===== src/rtl/ifu_pc_ctrl.sv =====
// Fetch PC owner and I-fetch request sequencer.
// Selects next PC from flush / prediction / JALR resolve / +4 and tracks stale responses after flushes.
module ifu_pc_ctrl #(
   parameter int unsigned          ADDR_W   = 32,
   parameter logic [ADDR_W-1:0]    RESET_PC = '0,
   parameter int unsigned          MAX_OUT  = 2
) (
   input  logic              clk,
   input  logic              rst,
   input  logic              flush_valid,
   input  logic [ADDR_W-1:0] flush_pc,
   input  logic              stall,
   input  logic              bpu_taken,
   input  logic [ADDR_W-1:0] bpu_target,
   input  logic              jalr_wait,
   input  logic              exu_jalr_valid,
   input  logic [ADDR_W-1:0] exu_jalr_pc,
   output logic              ifetch_req_valid,
   output logic [ADDR_W-1:0] ifetch_req_addr,
   input  logic              ifetch_req_ready,
   input  logic              ifetch_rsp_valid,
   output logic              rsp_drop,
   output logic [ADDR_W-1:0] pc_o,
   output logic              jalr_busy
);

   localparam int unsigned       CNT_W      = $clog2(MAX_OUT + 1);
   localparam logic [CNT_W-1:0]  MAX_CNT    = CNT_W'(MAX_OUT);
   localparam logic [CNT_W-1:0]  CNT_ONE    = CNT_W'(1);
   localparam logic [ADDR_W-1:0] ALIGN_MASK = ~ADDR_W'(1);
   localparam logic [ADDR_W-1:0] PC_STEP    = ADDR_W'(4);

   typedef enum logic [1:0] {
      S_BOOT,
      S_RUN,
      S_JALR_WAIT
   } state_e;

   state_e             state_q, state_d;
   logic [ADDR_W-1:0]  pc_q, pc_d;
   logic [CNT_W-1:0]   out_cnt_q, out_cnt_d;
   logic [CNT_W-1:0]   drop_cnt_q, drop_cnt_d;
   logic               req_valid;
   logic               req_fire;

   // No bypass: a full outstanding count blocks the request even if a response returns this cycle.
   always_comb begin
      req_valid = (state_q == S_RUN) & ~stall & ~flush_valid & ~jalr_wait & ~bpu_taken
                  & (out_cnt_q < MAX_CNT);
      req_fire  = req_valid & ifetch_req_ready;
   end

   always_comb begin
      state_d = state_q;
      pc_d    = pc_q;
      unique case (state_q)
         S_BOOT: begin
            state_d = S_RUN;
            if (flush_valid) begin
               pc_d = flush_pc & ALIGN_MASK;
            end
         end
         S_RUN: begin
            if (flush_valid) begin
               pc_d = flush_pc & ALIGN_MASK;
            end else if (stall) begin
               pc_d = pc_q;
            end else if (bpu_taken) begin
               pc_d = bpu_target & ALIGN_MASK;
            end else if (jalr_wait) begin
               state_d = S_JALR_WAIT;
            end else if (req_fire) begin
               pc_d = pc_q + PC_STEP;
            end
         end
         S_JALR_WAIT: begin
            if (flush_valid) begin
               pc_d    = flush_pc & ALIGN_MASK;
               state_d = S_RUN;
            end else if (exu_jalr_valid) begin
               pc_d    = exu_jalr_pc & ALIGN_MASK;
               state_d = S_RUN;
            end
         end
         default: begin
            state_d = S_BOOT;
            pc_d    = RESET_PC;
         end
      endcase
   end

   // A response without anything outstanding is a protocol error; the count saturates at zero.
   always_comb begin
      out_cnt_d = out_cnt_q;
      unique case ({req_fire, ifetch_rsp_valid})
         2'b10:   out_cnt_d = out_cnt_q + CNT_ONE;
         2'b01:   out_cnt_d = (out_cnt_q != '0) ? out_cnt_q - CNT_ONE : '0;
         default: out_cnt_d = out_cnt_q;
      endcase
   end

   // The response arriving in the flush cycle is dropped directly, so it is not counted again.
   always_comb begin
      drop_cnt_d = drop_cnt_q;
      if (flush_valid) begin
         if (ifetch_rsp_valid && (out_cnt_q != '0)) begin
            drop_cnt_d = out_cnt_q - CNT_ONE;
         end else begin
            drop_cnt_d = out_cnt_q;
         end
      end else if (ifetch_rsp_valid && (drop_cnt_q != '0)) begin
         drop_cnt_d = drop_cnt_q - CNT_ONE;
      end
   end

   always_ff @(posedge clk) begin
      if (rst) begin
         state_q    <= S_BOOT;
         pc_q       <= RESET_PC;
         out_cnt_q  <= '0;
         drop_cnt_q <= '0;
      end else begin
         state_q    <= state_d;
         pc_q       <= pc_d;
         out_cnt_q  <= out_cnt_d;
         drop_cnt_q <= drop_cnt_d;
      end
   end

   assign ifetch_req_valid = req_valid;
   assign ifetch_req_addr  = pc_q;
   assign pc_o             = pc_q;
   assign jalr_busy        = (state_q == S_JALR_WAIT);
   assign rsp_drop         = ifetch_rsp_valid & ((drop_cnt_q != '0) | flush_valid);

endmodule


===== config.mk =====
export PLATFORM = sky130hd
export DESIGN_NAME = ifu_pc_ctrl
export DESIGN_NICKNAME = d
export VERILOG_FILES = /design/src/rtl/ifu_pc_ctrl.sv
export SDC_FILE = /design/constraint.sdc
export NUM_CORES = 1
export LEC_CHECK = 0
export CORE_UTILIZATION = 42
export CTS_BUF_LIST = sky130_fd_sc_hd__clkbuf_8 sky130_fd_sc_hd__clkbuf_16
export DETAILED_ROUTE_END_ITERATION = 8
export PLACE_DENSITY = 0.79
export SYNTH_ARGS = -nofsm -noshare
export SYNTH_HDL_FRONTEND = slang
export SYNTH_SLANG_ARGS = --single-unit

===== constraint.sdc =====
create_clock -name clk -period 2.4 [get_ports clk]
set_input_delay 0.72 -clock clk [delete_from_list [all_inputs] [get_ports clk]]
set_output_delay 0.72 -clock clk [all_outputs]
set_load 0.005 [all_outputs]

# == Word-level counts from Yosys, hierarchy flattened ==
# Index checks and enable logic that the tools add are counted.
# word_totals
in_bits,105
wordCells,64
regBits,38
# classes
n_bitwise,12
muxes,21
order_cmp,1
reduce_logical,9
n_addsub,4
n_eq_ne,13
# ops
operator,n
2-to-1 mux 32 bit,8
one-hot mux 32 bit (3 select lines),1
"adder 32 x 3 -> 32 bit, second input constant",1
2-to-1 mux 2 bit,10
"!= test 2 bit, second input constant",5
AND reduction 5 bit,2
"!= test 4 bit, second input constant",2
nonzero test 2 bit,4
bitwise AND 1 bit,7
"!= test 3 bit, second input constant",2
one-hot mux 2 bit (3 select lines),1
"== test 2 x 1 -> 1 bit, second input constant",2
"== test 2 bit, second input constant",2
NOT 1 bit,4
one-hot mux 2 bit (2 select lines),1
"subtractor 2 x 1 -> 2 bit, second input constant",2
"adder 2 x 1 -> 2 bit, second input constant",1
logical AND 1 bit,2
zero test 2 bit,1
"less-than comparator 2 bit, second input constant",1
OR 1 bit,1

# == Logic depth before layout (Yosys ltp) ==
# Gate-level depths: netlist (run 1).
# logic_depth
word_depth,13
ltp_mapped,9
mapped_depth_nobuf,8

# == Worst setup path after synthesis (run 1) ==
# Ideal clock, no wire load.
# synth_path
path_type,input port to flip-flop
startpoint,input port flush_valid
endpoint,register out_cnt_q[0]
path_slack_ns,0.135
t_arrival_ns,2.131
setup_time_ns,0.134
path_stages,8
t_required_ns,2.266
path_buffers,1
path_cell_list,buf_2 > nor2_1 > nand2_1 > nor4_1 > nand2_1 > ha_1 > a211oi_1 > a211oi_1
# synth_via
elab_chain_cells,8
# synth_rtl
item,line_no,rtl
from (decl),10,"input logic flush_valid,"
NOT 1 bit *,48,req_valid = (state_q == S_RUN) & ~stall & ~flush_valid & ~jalr_wait & ~bpu_taken
bitwise AND 1 bit * (3 in a row),48,
bitwise AND 1 bit *,49,& (out_cnt_q < MAX_CNT);
net ifetch_req_valid,18,"output logic ifetch_req_valid,"
bitwise AND 1 bit *,50,req_fire = req_valid & ifetch_req_ready;
== test 2 x 1 -> 1 bit or == test 2 bit (tied branches),95,"unique case ({req_fire, ifetch_rsp_valid})"
one-hot mux 2 bit (2 select lines) or nonzero test 2 bit (tied branches),-,
to (signal assigned),125,out_cnt_q <= out_cnt_d;
to (decl),41,"logic [CNT_W-1:0] out_cnt_q, out_cnt_d;"
# The timed path passes the listed nets; every way through them passes the cells marked *.
# A chain may end at the register's enable or synchronous reset.

# == Final worst setup path (run 1) ==
# layout_path
startpoint,register state_q[0]
endpoint,output port jalr_busy
# layout_via
elab_chain_cells,1
# layout_rtl
item,line_no,rtl
from (decl),39,"state_e state_q, state_d;"
from (signal assigned),123,state_q <= state_d;
== test 2 bit,133,assign jalr_busy = (state_q == S_JALR_WAIT);
to (decl),24,output logic jalr_busy
# No other way between the ends.

==> run summary, run 1 <==
The maximum buffer depth of the clock tree is 2. The first detailed-routing pass took 5 iterations. In this run the cell area measured after placement is 0.00541 mm2. The weighted congestion reported at the end of routability-driven placement came out at 0.911.

After synthesis, flip-flops and latches occupy 20.6% of the total area. The remaining global-route overflow came out at 0. The total routed wirelength came out at 14.3 mm. The net switching power of the design came out at 0.821 mW. Setup violations remaining at the end of the flow were counted as 0.

The data arrival time at the worst-slack endpoint came out at 1600 ps. The endpoint kind of the worst setup timing path is a primary output. TritonCTS built the clock tree. The proportion of register bits with asynchronous set or reset after synthesis came out at 0%.

The number of failing hold endpoints at the final stage is 0. After layout, the minimum clock period comes to 2320 ps. The initial antenna violation count is 0. The post-synthesis instance area came out at 0.00359 mm2. Static timing analysis puts the maximum clock frequency at 431 MHz.

The largest single stage delay on the critical path is 540 ps. In this run the mean area of a mapped cell was 7.43 um2. On the critical path, the stage with the largest delay is an instance of sky130_fd_sc_hd__clkdlybuf4s50_1. The required arrival time at the worst endpoint came out at 1680 ps. The final instance area is 0.00555 mm2. By startpoint and endpoint, the worst setup path is classified as register to primary output.

The final critical-path share of the clock period came out at 96.7%. In this run, placement finished with an instance count of 738. The global-route wire length before repair came out at 22.3 mm.

The die extent in y came out at 94.4 um. The row count is 33. In this run the worst setup path terminates at jalr_busy.

The HPWL after detailed placement is 11.0 mm. The combinational cell fraction of total power is 43.3%. Synthesis inferred 37 register bits. The x dimension of the die is 94.4 um. The worst register-to-register path has a depth of 5. The most critical setup path has its startpoint at state_q[0]. The post-synthesis cell type count came out at 63.

The placeable core region came out at 0.00826 mm2. The leading register cell type out of synthesis is sky130_fd_sc_hd__dfxtp_1. The fraction of layout cells with a size suffix above 1 is 12.1%. The routed wirelength normalized by instance count is 19.1 um.

The flow ran to the end, and the final reports show no timing, DRC or antenna violations. Dividing the detail-routed via count by the number of cells gives 6.11. The number of enable-type register cells in the synthesized netlist is 0. OpenSTA, run right after detailed placement, puts the worst setup slack at -569 ps.

For the worst-skew pair, the clock arrives at the later sink with an insertion delay of 300 ps. The clock root buffer is sky130_fd_sc_hd__clkbuf_8. The proportion of power drawn by flip-flops and latches is 33.5%. The detail route stage leaves a number of antenna-violating nets equal to 0. The area growth from synthesis to final layout is 54.7%. The number of antenna cells inserted came out at 0.

The power per unit of standard cell area came out at 437 mW/mm2. The total negative slack for setup checks came out at 0 ps. The count of unresolved DRC violations after routing came out at 0. Port buffering added 166 buffers.

In this run the critical register-to-register path is launched from ifetch_req_addr[6]. Across the routed clock network, the largest skew measured is 8.70 ps. The worst setup margin came out at 78.4 ps.

The number of cells produced by synthesis is 483. The total number of H-tree levels is 2. The clock input transition at the sequential cells of the worst setup and hold paths is 80 ps.

The total count of max-transition violations in the final report came to 0. Across every metal layer, demand over resource in global routing totals 32.2%. The kind of start point of the critical path is a register. The starting DRC count in detailed routing is 381. The signal on the critical path passes through buf_12, nor2b_1, clkdlybuf4s50_1. In this run the critical register-to-register path is captured at ifetch_req_addr[21].

The count of non-filler cells in the finished layout came out at 748. The clock net sink count came out at 37. The count of pins on the block boundary is 172. The clock network accounts for 23.1% of the total power.

The die covers 0.00891 mm2. The max-capacitance violation count is 0. The via count of the first global-routing pass came out at 4376. The class of the tightest hold or removal check is register to register. The internal cell power is 1.60 mW.

The via count is 4569. The pin count of the biggest net entering global routing came out at 44. The worst supply voltage drop on vdd is 0.000316 V. The switching share of power came out at 33.9%.

The yosys synthesis warning count is 0. The analysis attributes to cell leakage a power of 2.18 nW. Setup repair after global routing left no endpoint under its margin. In this run the register-to-register setup slack is 240 ps.

The net count of the finished layout is 754. The starting density of the core came out at 43.4%. The total CTS buffers came out at 5.

In this run the worst path has a maximum fanout of 43.
## state kept, by name, indices dropped and copies added, names as in the netlist
register	cells
state_q	2
ifetch_req_addr	31
drop_cnt_q	2
out_cnt_q	2
## worst max-delay path, delay by kind of cell (launching register included)
| family | cells | cell delay (ps) |
|---|---|---|
| buf+inv | 2 | 720 |
| flops | 1 | 340 |
| simple gates | 1 | 220 |
## final cells by class
cell class | count | area, um2
clock buffers | 5 | 68.8
well taps | 105 | 131
repair buffers | 219 | 2090
multi-input cells | 359 | 2400
inverters | 21 | 78.8
flip-flops and latches | 37 | 741
fillers | 709 | 2710
clock inverters | 2 | 35.0
## how the worst min path moves through the flow
| stage | cells past startpoint | from | endpoint | slack (ps) |
|---|---|---|---|---|
| after global placement | 2 | ifetch_req_addr[1] | ifetch_req_addr[1] | 500 |
| after detailed placement | 2 | ifetch_req_addr[1] | ifetch_req_addr[1] | 500 |
| after global routing | 2 | ifetch_req_addr[1] | ifetch_req_addr[1] | 530 |
| after CTS | 2 | ifetch_req_addr[1] | ifetch_req_addr[1] | 520 |
| after floorplan | 2 | ifetch_req_addr[1] | ifetch_req_addr[1] | 480 |
| final | 2 | ifetch_req_addr[1] | ifetch_req_addr[1] | 520 |
## placed cells by master (no fill, tap or decap), types with 15 or more instances in the layout
| master | instances |
|---|---|
| sky130_fd_sc_hd__nand3_1 | 15 |
| sky130_fd_sc_hd__o21ai_0 | 30 |
| sky130_fd_sc_hd__inv_1 | 21 |
| sky130_fd_sc_hd__o22ai_1 | 15 |
| sky130_fd_sc_hd__mux2i_1 | 21 |
| sky130_fd_sc_hd__nand2_1 | 30 |
| sky130_fd_sc_hd__clkdlybuf4s50_1 | 159 |
| sky130_fd_sc_hd__a21oi_1 | 21 |
| sky130_fd_sc_hd__nor2_1 | 39 |
| sky130_fd_sc_hd__buf_4 | 48 |
| sky130_fd_sc_hd__dfxtp_1 | 37 |
## timing repair
| item | CTS | global route |
|---|---|---|
| hold buffers | 0 | 0 |
| endpoints found under the setup margin | 11 | 6 |
| gates resized for setup | 15 | 2 |
| endpoints found under the hold margin | 0 | 0 |
| pin swaps | 6 | 2 |
| setup buffers | 1 | 2 |
## power groups by stage
stage,registers [mW],clock network (mW),logic (mW)
finish,0.813,0.561,1.05
global route,0.825,0.587,1.13
CTS,0.808,0.549,1.03
global placement,0.818,0,1.00
detailed placement,0.822,0,1.03
floorplan,0.795,0,0.499
## per-stage QoR
stage	utilization, %	hold slack (ps)	power, mW
finish	67.2	519	2.42
floorplan	-	483	1.29
global placement	65.5	498	1.82
global route	67.2	532	2.54
detailed placement	65.5	499	1.85
CTS	67.0	516	2.39
## per-layer routing
metal / up-vias / GRT usage (%) / share of wire [%]
met5: - / 0 / 0
met2: 268 / 53.6 / 48
met4: 0 / 11.7 / 2.3
met3: 28 / 4.75 / 9.4
li1: 2112 / - / -
met1: 2161 / 42.0 / 40
## synth_stat cells (all sizes together) (5+ instances only)
cell,instances,area (um2)
a211o,7,61.3
a211oi,7,57.6
a21oi,23,119
a22o,5,43.8
a31oi,7,43.8
and2,5,31.3
and3,5,31.3
and4,5,43.8
buf,43,299
clkbuf,24,90.1
dfxtp,37,741
ha,6,75.1
inv,21,78.8
mux2i,21,210
nand2,30,113
nand2b,8,50.1
nand3,15,75.1
nand4,11,68.8
nor2,39,146
nor2b,6,37.5
nor3,13,70.1
nor4,6,37.5
o2111ai,5,43.8
o21ai,30,150
o21bai,6,45.0
o221ai,11,96.3
o22ai,15,93.8
o2bb2ai,6,52.6
o31ai,6,45.0
or3,5,36.3
xnor2,8,70.1
## kinds of logic after synthesis
group / Yosys count / share of synthesized area (%)
flops: 37 / 20.6
mux: 23 / 6.49
buf+inv: 88 / 13.0
fa+ha+maj: 6 / 2.09
compound gates: 162 / 32.5
xor+xnor: 12 / 2.93
other cells: 1 / 0.105
simple gates: 154 / 22.1
No activity file was read; power rests on OpenSTA's default activity.
==> run 2: changes to the inputs <==
Settings changed: GPL_ROUTABILITY_DRIVEN set to 0.
==> run summary, run 2 (synthesized netlist as in run 1, its figures left out) <==
The count of pins on the block boundary was 172 (unchanged). The placeable core region came out at 0.00826 mm2 (unchanged). The critical path goes through buf_4, nor2b_1, clkdlybuf4s50_1. TritonCTS built the clock tree. The clock input transition at the sequential cells of the worst setup and hold paths came out at 80 ps (about the same). The area growth from synthesis to final layout is 53.3%. The fraction of layout cells with a size suffix above 1 came to 11.9% (-0.27 points). The total routing resource utilization after global routing came out at 31.0% (-1.2 points). The worst register-to-register path ends at ifetch_req_addr[21]. The clock period minus worst slack was 2340 ps (+16.9 ps). The count of hold buffers inserted by post-cts repair came out at 0 (unchanged). The worst setup path is captured at a primary output. The required arrival time at the worst endpoint is 1680 ps (about the same). The worst reg-to-reg path cell count is 5 (unchanged). The initial antenna violation count is 0 (unchanged). At the pin with the least slew margin, the transition time is 466 ps. The final critical-path share of the clock period came out at 97.4% (+0.70 points).

The HPWL after detailed placement came to 10.8 mm (-2.3%). The total routed wirelength is 14.1 mm (-1.4%). CTS placed an instance of sky130_fd_sc_hd__clkbuf_8 at the clock tree root. The worst hold slack after final layout is 536 ps (+16.9 ps). The final antenna-violating net count is 0 (unchanged). The number of antenna cells inserted came out at 0 (unchanged). The minimum setup slack among reg-to-reg paths was 220 ps (-20 ps). The kind of start point of the critical path is a register. The min-delay analysis places its worst path in the category register to register. The static leakage power was 2.16 nW (-0.94%). In this run the worst setup path begins at state_q[0].

The total count of max-transition violations in the final report is 0 (unchanged). The worst setup timing slack at the placement stage came to -560 ps (+8.78 ps). The total number of H-tree levels is 2 (unchanged). The worst setup path endpoint is jalr_busy. The worst clock skew was 4.41 ps (-4.29 ps). The worst setup margin is 61.5 ps (-16.9 ps). The via count came out at 4572 (+0.066%).

The flip-flop count of the largest register after layout is 31 (unchanged). The count of unresolved DRC violations after routing is 0 (unchanged). Leaving out fill and tap cells, the most frequent cells in the layout are sky130_fd_sc_hd__clkdlybuf4s50_1, sky130_fd_sc_hd__buf_4, sky130_fd_sc_hd__nor2_1.

The maximum buffer depth of the clock tree came out at 2 (unchanged). The via count of the first global-routing pass came out at 4265 (-2.5%). The quantity of I/O buffers inserted on ports came out at 166 (unchanged). The normalized max-slew margin is 68.1%. The total CTS buffers came to 5 (unchanged). Among all stages on the critical path, the largest delay is contributed by sky130_fd_sc_hd__clkdlybuf4s50_1. The starting density of the core came out at 43.4% (unchanged).

The worst supply voltage drop on vdd came out at 0.000342 V (+8.2%). The largest stage delay on the critical path is 550 ps (about the same). The max-capacitance violation count is 0 (unchanged).

The x dimension of the die is 94.4 um (unchanged). The cell area reported after detailed placement came out at 0.00537 mm2 (-0.65%). The starting DRC count in detailed routing is 510 (+34%). The setup-violating endpoint count in the final report was 0 (unchanged). The pin count of the biggest net entering global routing is 23 (-48%).

The run finished with clean final reports. The die extent in y came to 94.4 um (unchanged). The global-route wire length before repair came out at 21.5 mm (-3.4%). Setup repair after global routing left no endpoint under its margin.

The count of filler cells inserted in the layout is 720 (+1.6%). The maximum operating frequency came out at 428 MHz (-0.72%). The length of the first detailed-routing pass in iterations was 6 (+1). The number of failing hold endpoints at the final stage came out at 0 (unchanged). The clock latency at the later pin of the worst-skew pair is 290 ps (about the same). The power per unit of standard cell area is 418 mW/mm2 (-4.4%). The clock net sink count came out at 37 (unchanged). Leaving out fill and tap cells, the most frequent cell in the layout is sky130_fd_sc_hd__clkdlybuf4s50_1. The worst register-to-register path begins at ifetch_req_addr[6]. The average via count per standard cell came out at 6.13 (+0.33%). The biggest fanout along the worst timing path is 22 (-49%). The type of the setup path with the least slack is register to primary output. The data arrival time at the worst-slack endpoint is 1620 ps (+20 ps). The total die area came out at 0.00891 mm2 (unchanged). The row count is 33 (unchanged). The final instance area came out at 0.00550 mm2 (-0.88%). The remaining global-route overflow came out at 0 (unchanged).

The routed wirelength normalized by instance count is 18.9 um (-1.1%). The net count of the finished layout came out at 751 (-0.40%).
run 2: worst min-delay path by stage:
stage | depth (start not counted) | to | start
after floorplan | 2 | ifetch_req_addr[1] | ifetch_req_addr[1]
after global placement | 2 | ifetch_req_addr[1] | ifetch_req_addr[1]
after detailed placement | 2 | ifetch_req_addr[1] | ifetch_req_addr[1]
after CTS | 1 | ifetch_req_addr[29] | ifetch_req_addr[29]
after global routing | 1 | ifetch_req_addr[26] | ifetch_req_addr[26]
final | 1 | ifetch_req_addr[29] | ifetch_req_addr[29]
run 2: worst max-delay path, delay by kind of cell, from the launching register on:
kind | cells | cell delay, ps
buf+inv | 2 | 760
flops | 1 | 320
simple gates | 1 | 240
run 2: layout make-up:
| class | count | area [um2] | area share (%) |
|---|---|---|---|
| flip-flops and latches | 37 | 741 | 13.5 |
| inverters | 21 | 78.8 | 1.43 |
| repair buffers | 216 | 2060 | 37.5 |
| clock buffers | 5 | 68.8 | 1.25 |
| well taps | 105 | 131 | 2.39 |
| clock inverters | 3 | 13.8 | 0.250 |
| multi-input cells | 359 | 2410 | 43.7 |
run 2: metrics by stage:
stage          utilization (%)  total power, mW  setup TNS [ps]  instances
6_report                  66.6             2.30               0        746
5_1_grt                   66.6             2.41               0        746
4_1_cts                   66.5             2.27               0        745
3_5_place_dp              65.1             1.84          -10910        735
3_3_place_gp              65.1             1.81           -9370        735
2_1_floorplan                -             1.29               0        484
run 2: repair_timing:
| item | in CTS | in global routing |
|---|---|---|
| resized for setup | 17 | 1 |
| pin swaps | 6 | 1 |
| endpoints found under the setup margin | 15 | 5 |
| buffers inserted | 2 | 1 |
run 2: power by group:
group	internal (mW)	total (mW)	switching [mW]
Sequential	0.686	0.816	0.130
Combinational	0.606	1.04	0.436
Clock	0.198	0.439	0.242
run 2: per-layer routing:
| layer | up-vias | track usage (%) | wire, um |
|---|---|---|---|
| met1 | 2130 | 40.2 | 5590 |
| met5 | - | 0 | 0 |
| met3 | 36 | 5.56 | 1440 |
| met2 | 297 | 51.9 | 6680 |
| met4 | 0 | 10.1 | 387 |
| li1 | 2109 | - | - |
==> run 3: changes to the inputs <==
Settings changed: TNS_END_PERCENT set to 100.
==> results of run 3 <==
The final DEF is identical to that of run 2; final timing and power are the same.
